### src/rtl/nmac_pkg.sv
// Shared widths and the controller state type for the nibble MAC sequencer.
package nmac_pkg;

  localparam int unsigned NIB_W     = 4;
  localparam int unsigned DATA_W    = 2 * NIB_W;
  localparam int unsigned ACC_W     = 24;
  localparam int unsigned OUT_BYTES = 3;

  typedef enum logic [2:0] {
    LD_IN_HI,
    LD_IN_LO,
    LD_W_HI,
    LD_W_LO,
    MAC,
    OUT0,
    OUT1,
    OUT2
  } nmac_state_t;

endpackage

### src/rtl/nmac_byte_serializer.sv
// Captures a 24-bit word on load and presents it as three bytes, LSB first,
// over a valid/ready handshake.
module nmac_byte_serializer
  import nmac_pkg::*;
(
  input  logic             clk,
  input  logic             rst,
  input  logic [ACC_W-1:0] word,
  input  logic             load,
  output logic [7:0]       data_out,
  output logic             valid,
  input  logic             ready
);

  logic [ACC_W-1:0] word_q, word_d;
  logic [1:0]       left_q, left_d;

  assign valid    = (left_q != '0);
  assign data_out = valid ? word_q[7:0] : '0;

  always_comb begin
    word_d = word_q;
    left_d = left_q;
    if (load) begin
      word_d = word;
      left_d = 2'(OUT_BYTES);
    end else if (valid && ready) begin
      word_d = word_q >> 8;
      left_d = left_q - 2'd1;
    end
  end

  always_ff @(posedge clk) begin
    if (rst) begin
      word_q <= '0;
      left_q <= '0;
    end else begin
      word_q <= word_d;
      left_q <= left_d;
    end
  end

endmodule

### src/rtl/nibble_mac_sequencer.sv
// Sequences four nibble loads into an 8x8 unsigned multiply-accumulate and
// streams the 24-bit accumulator out as three bytes.
module nibble_mac_sequencer
  import nmac_pkg::*;
(
  input  logic             clk,
  input  logic             rst,
  input  logic [NIB_W-1:0] nib_in,
  input  logic             nib_valid,
  output logic             nib_ready,
  input  logic             cmd_acc,
  output logic [7:0]       res_byte,
  output logic             res_valid,
  input  logic             res_ready,
  output logic             busy,
  output logic [7:0]       mac_count
);

  nmac_state_t         state_q, state_d;
  logic [DATA_W-1:0]   in_q, in_d;
  logic [DATA_W-1:0]   w_q, w_d;
  logic [ACC_W-1:0]    acc_q, acc_d;
  logic [7:0]          cnt_q, cnt_d;
  logic                clr_q, clr_d;
  logic                ser_load;
  logic                nib_hs;
  logic                res_hs;
  logic [2*DATA_W-1:0] product;

  assign nib_hs    = nib_valid && nib_ready;
  assign res_hs    = res_valid && res_ready;
  assign product   = {{DATA_W{1'b0}}, in_q} * {{DATA_W{1'b0}}, w_q};
  assign busy      = (state_q != LD_IN_HI);
  assign mac_count = cnt_q;

  always_comb begin
    state_d   = state_q;
    in_d      = in_q;
    w_d       = w_q;
    acc_d     = acc_q;
    cnt_d     = cnt_q;
    clr_d     = clr_q;
    nib_ready = 1'b0;
    ser_load  = 1'b0;
    unique case (state_q)
      LD_IN_HI: begin
        nib_ready = 1'b1;
        if (nib_hs) begin
          in_d[DATA_W-1:NIB_W] = nib_in;
          clr_d                = ~cmd_acc;
          state_d              = LD_IN_LO;
        end
      end
      LD_IN_LO: begin
        nib_ready = 1'b1;
        if (nib_hs) begin
          in_d[NIB_W-1:0] = nib_in;
          state_d         = LD_W_HI;
        end
      end
      LD_W_HI: begin
        nib_ready = 1'b1;
        if (nib_hs) begin
          w_d[DATA_W-1:NIB_W] = nib_in;
          state_d             = LD_W_LO;
        end
      end
      LD_W_LO: begin
        nib_ready = 1'b1;
        if (nib_hs) begin
          w_d[NIB_W-1:0] = nib_in;
          state_d        = MAC;
        end
      end
      MAC: begin
        acc_d    = (clr_q ? '0 : acc_q) + ACC_W'(product);
        cnt_d    = clr_q ? 8'd1 : ((cnt_q == '1) ? cnt_q : cnt_q + 8'd1);
        // The serializer captures the freshly accumulated value, not acc_q.
        ser_load = 1'b1;
        state_d  = OUT0;
      end
      OUT0: if (res_hs) state_d = OUT1;
      OUT1: if (res_hs) state_d = OUT2;
      OUT2: if (res_hs) state_d = LD_IN_HI;
      default: state_d = LD_IN_HI;
    endcase
  end

  always_ff @(posedge clk) begin
    if (rst) begin
      state_q <= LD_IN_HI;
      in_q    <= '0;
      w_q     <= '0;
      acc_q   <= '0;
      cnt_q   <= '0;
      clr_q   <= 1'b0;
    end else begin
      state_q <= state_d;
      in_q    <= in_d;
      w_q     <= w_d;
      acc_q   <= acc_d;
      cnt_q   <= cnt_d;
      clr_q   <= clr_d;
    end
  end

  nmac_byte_serializer u_ser (
    .clk      (clk),
    .rst      (rst),
    .word     (acc_d),
    .load     (ser_load),
    .data_out (res_byte),
    .valid    (res_valid),
    .ready    (res_ready)
  );

endmodule

### config.mk
export PLATFORM = sky130hd
export DESIGN_NAME = nibble_mac_sequencer
export DESIGN_NICKNAME = d
export VERILOG_FILES = /design/src/rtl/nmac_pkg.sv /design/src/rtl/nmac_byte_serializer.sv /design/src/rtl/nibble_mac_sequencer.sv
export SDC_FILE = /design/constraint.sdc
export NUM_CORES = 1
export LEC_CHECK = 0
export ABC_CLOCK_PERIOD_IN_PS = 5000
export CAP_MARGIN = 20
export CORE_MARGIN = 4
export CORE_UTILIZATION = 40
export CTS_CLUSTER_DIAMETER = 120
export CTS_CLUSTER_SIZE = 16
export DETAILED_ROUTE_END_ITERATION = 7
export PLACE_DENSITY = 0.59
export RECOVER_POWER = 100
export SLEW_MARGIN = 20
export SYNTH_ARGS = -nofsm -noshare
export SYNTH_HDL_FRONTEND = slang
export SYNTH_SLANG_ARGS = --single-unit
### constraint.sdc
create_clock -name clk -period 5 [get_ports clk]
set_input_delay 0.75 -clock clk [delete_from_list [all_inputs] [get_ports clk]]
set_output_delay 0.75 -clock clk [all_outputs]
set_load 0.02 [all_outputs]
==> results.yml <==
status:
  status: "completed"
cts:
  cts_tree: "done"
  clkSlewWorstSetupHoldPaths_ns: 0.06
  numCtsBuffers: 9
  cts_hold_buf: 0
  clock-root-buffer: "clkbuf_16"
  numClockSinks: 78
  clock_insertion_delay_worst_skew_ns: 0.36
  ctsHtreeMaxLevel: 3
  cts.path.max_buffers: 2
die:
  core_area_mm2: 0.0147
  die_y_um: 131
  core.rowCount: 44
  die-width_um: 131
  die_outline_area_mm2: 0.0172
  starting_density_of_the_core: 0.412
  ioPinCount: 28
timing:
  setup_ws_ns: 0.164
  slew_headroom: 0.0645
  fin_setup_tns_ns: 0
  final_period_utilization: 0.967
  finalSetupViolCount: 0
  timing.hold.ws_ns: 0.445
  final_hold_viol_count: 0
  slew_violations: 0
  finalWorstPathRequiredPeriod_ns: 4.84
  timing.fmax_mhz: 207
  clock_skew_ns: 0.00806
  timing_worst_slew_pin_value_ns: 1.40
synth:
  synth_nets: 852
  synth_area_per_cell_um2: 8.08
  syn-instance-count: 750
  ys_warn_count: 0
  ys_dominant_reg_cell: "dfxtp_1"
  async_sr_flop_fraction: 0
  ys_seq_area_frac: 0.258
  synth-edff-count: 0
  synthTopCellsByArea: "dfxtp_1 26%, fa_1 17%, ha_1 8.9%"
  post_synth_num_cell_types: 44
  ffs_latches_synth: 78
  yosysTopAreaCell: "dfxtp_1"
  synth.cell_area_mm2: 0.00606
  synth_largest_type_area_fraction: 0.258
global_route:
  grt_util_met1: 0.241
  grt_overflow: 0
  grt_pass1_vias: 5087
  grt_max_degree: 46
  antenna_found_initial: 0
  grt_usage: 0.178
  grtUsageMet2: 0.291
  grt_pass1_wl_mm: 25.3
  groute.layer.met3.usage: 0.0367
  grt-busiest-layer: "met2"
pwr:
  powerDensity_mw_per_mm2: 207
  irDropWorstVdd_uv: 138
  power_leakage_nw: 3.22
drt:
  dr_total_vias: 5018
  drt-wirelength-per-cell_um: 15.1
  route.final.wire_length_mm: 14.7
  via_density: 5.16
  drc: 0
  detail-route-antenna-nets: 0
  detail_route.iter0.violations: 279
  detailed_router_iteration_count_before_antenna_repair: 5
worst_setup_path:
  crit_path_end_kind: "flip-flop"
  timing.critical_path.from: "w_q[6]$_SDFFE_PP0P_"
  critical_path.max_stage_delay_ns: 0.55
  critical_path.most_common_cell: "fa_1"
  data_arrival_time_of_the_critical_path_ns: 5.11
  critical_path.cell_chain: "buf_4 -> and2_1 -> fa_1 -> fa_1 -> fa_1 -> inv_1 -> fa_1 -> inv_1 -> ha_1 -> o211ai_1 -> a31oi_4 -> nor2_2 -> a2111o_1 -> a21bo_1 -> or4_1 -> a31oi_1"
  cp.buffers_inverters: 3
  criticalPathCategory: "flip-flop to flip-flop"
  path_delay_family: "adder cells"
  critical-path-slowest-cell: "fa_1"
  timing.critical_path.depth: 16
  setup.worst_path.start_class: "flip-flop"
  worst-r2r-cell-count: 16
  regToRegStartpoint: "w_q[6]$_SDFFE_PP0P_"
  critical_path_required_ns: 5.28
  critPathMaxFanout: 6
final_layout:
  syn2layout_area_growth_pct: 15.4
  final_core_util: 0.476
  fin_nets: 886
  filler_cell_count: 1434
  layout-drive-gt1-share: 0.0862
  final_cell_mix: "125 x nand2_1, 87 x inv_1, 66 x dfxtp_1"
  final_common_cell: "nand2_1"
  post-route-cell-area_mm2: 0.00700
  num_antenna_cells: 0
worst_hold_path:
  hp-class: "flip-flop to flip-flop"
  hold_path_startpoint: "acc_q[12]$_SDFF_PP0_"
  number_of_stages_on_the_worst_hold_path: 2
placed_design:
  detailedPlace.worstSlack_ns: -0.0340
  place.detailed.hpwl_mm: 11.2
  finalWeightedCongestion: 0.875
  port_buffers: 27
  placed_cell_area_mm2: 0.00663
job:
  cap_viol_max_count: 0
-- worst reg2reg max path: stages (launching register included) --
cell      delay [ns]
dfxtp_2         0.33
buf_4           0.15
and2_1          0.15
fa_1            0.54
fa_1            0.45
fa_1            0.55
inv_1           0.06
fa_1            0.53
inv_1           0.05
ha_1            0.29
o211ai_1        0.15
a31oi_4         0.24
nor2_2          0.08
a2111o_1        0.48
a21bo_1         0.20
or4_1           0.39
a31oi_1         0.13
-- per-stage QoR --
step / total power [mW] / std cells
after detailed placement: 0.831 / 954
after global placement: 0.826 / 954
after CTS: 1.47 / 970
after global routing: 1.52 / 973
final: 1.45 / 973
after floorplan: 0.770 / 750
-- sequential cells by signal (all words and copies together) (netlist names) --
register,cells
in_q,8
clr_q,1
state_q,3
mac_count,8
w_q,8
u_ser.word_q,24
u_ser.left_q,2
acc_q,24
-- timing repair --
action / in CTS / in global routing
cloned: 0 / 0
buffers inserted: 0 / 3
gates resized for setup: 5 / 28
pin swaps: 0 / 18
endpoints found under the setup margin: 3 / 14
-- power breakdown --
part	switching (mW)	total, mW	internal, mW
Sequential	0.0184	0.653	0.635
Clock	0.296	0.638	0.341
Combinational	0.104	0.161	0.0565
Total	0.419	1.45	1.03
-- synthesized netlist by cell type (all sizes together), types with 6 or more instances --
cell and instances:
fa 50, nor2 58, a21o 7, inv 89
a211oi 8, nor2b 26, a31oi 8, clkbuf 31
and2 42, mux2i 17, ha 43, a21oi 56
and3 7, dfxtp 78, xor2 6, nand2b 12
nor3 9, o21ai 22, nand2 125, xnor2 14
-- per-layer routing --
layer / vias to the layer above / wire [um]
li1: 2490 / -
met1: 2417 / 6960
met2: 91 / 6920
met3: 20 / 505
met4: 0 / 274
met5: - / 0
-- cells by family after synthesis --
family          Yosys count  synth area share
compound gates          123             0.124
xor+xnor                 20            0.0289
fa+ha+maj                93             0.254
buf+inv                 120            0.0743
flops                    78             0.258
mux                      17            0.0281
simple gates            299             0.233
-- worst paths after layout --
kind / end / slack [ns]
worst min-delay path: acc_q[12]$_SDFF_PP0_ / 0.45
worst max register to register: acc_q[19]$_SDFF_PP0_ / 0.16
worst min register to register: acc_q[12]$_SDFF_PP0_ / 0.45
worst max-delay path: acc_q[19]$_SDFF_PP0_ / 0.16
-- final cells by class --
type / count / area (um2) / area share
Tap cell: 184 / 230 / 0.0329
Clock buffer: 9 / 225 / 0.0322
Timing Repair Buffer: 54 / 460 / 0.0658
Inverter: 89 / 334 / 0.0477
Sequential cell: 78 / 1580 / 0.226
Multi-Input combinational cell: 552 / 4110 / 0.587
Clock inverter: 7 / 56.3 / 0.00805
(Power assumes the default switching activity.)
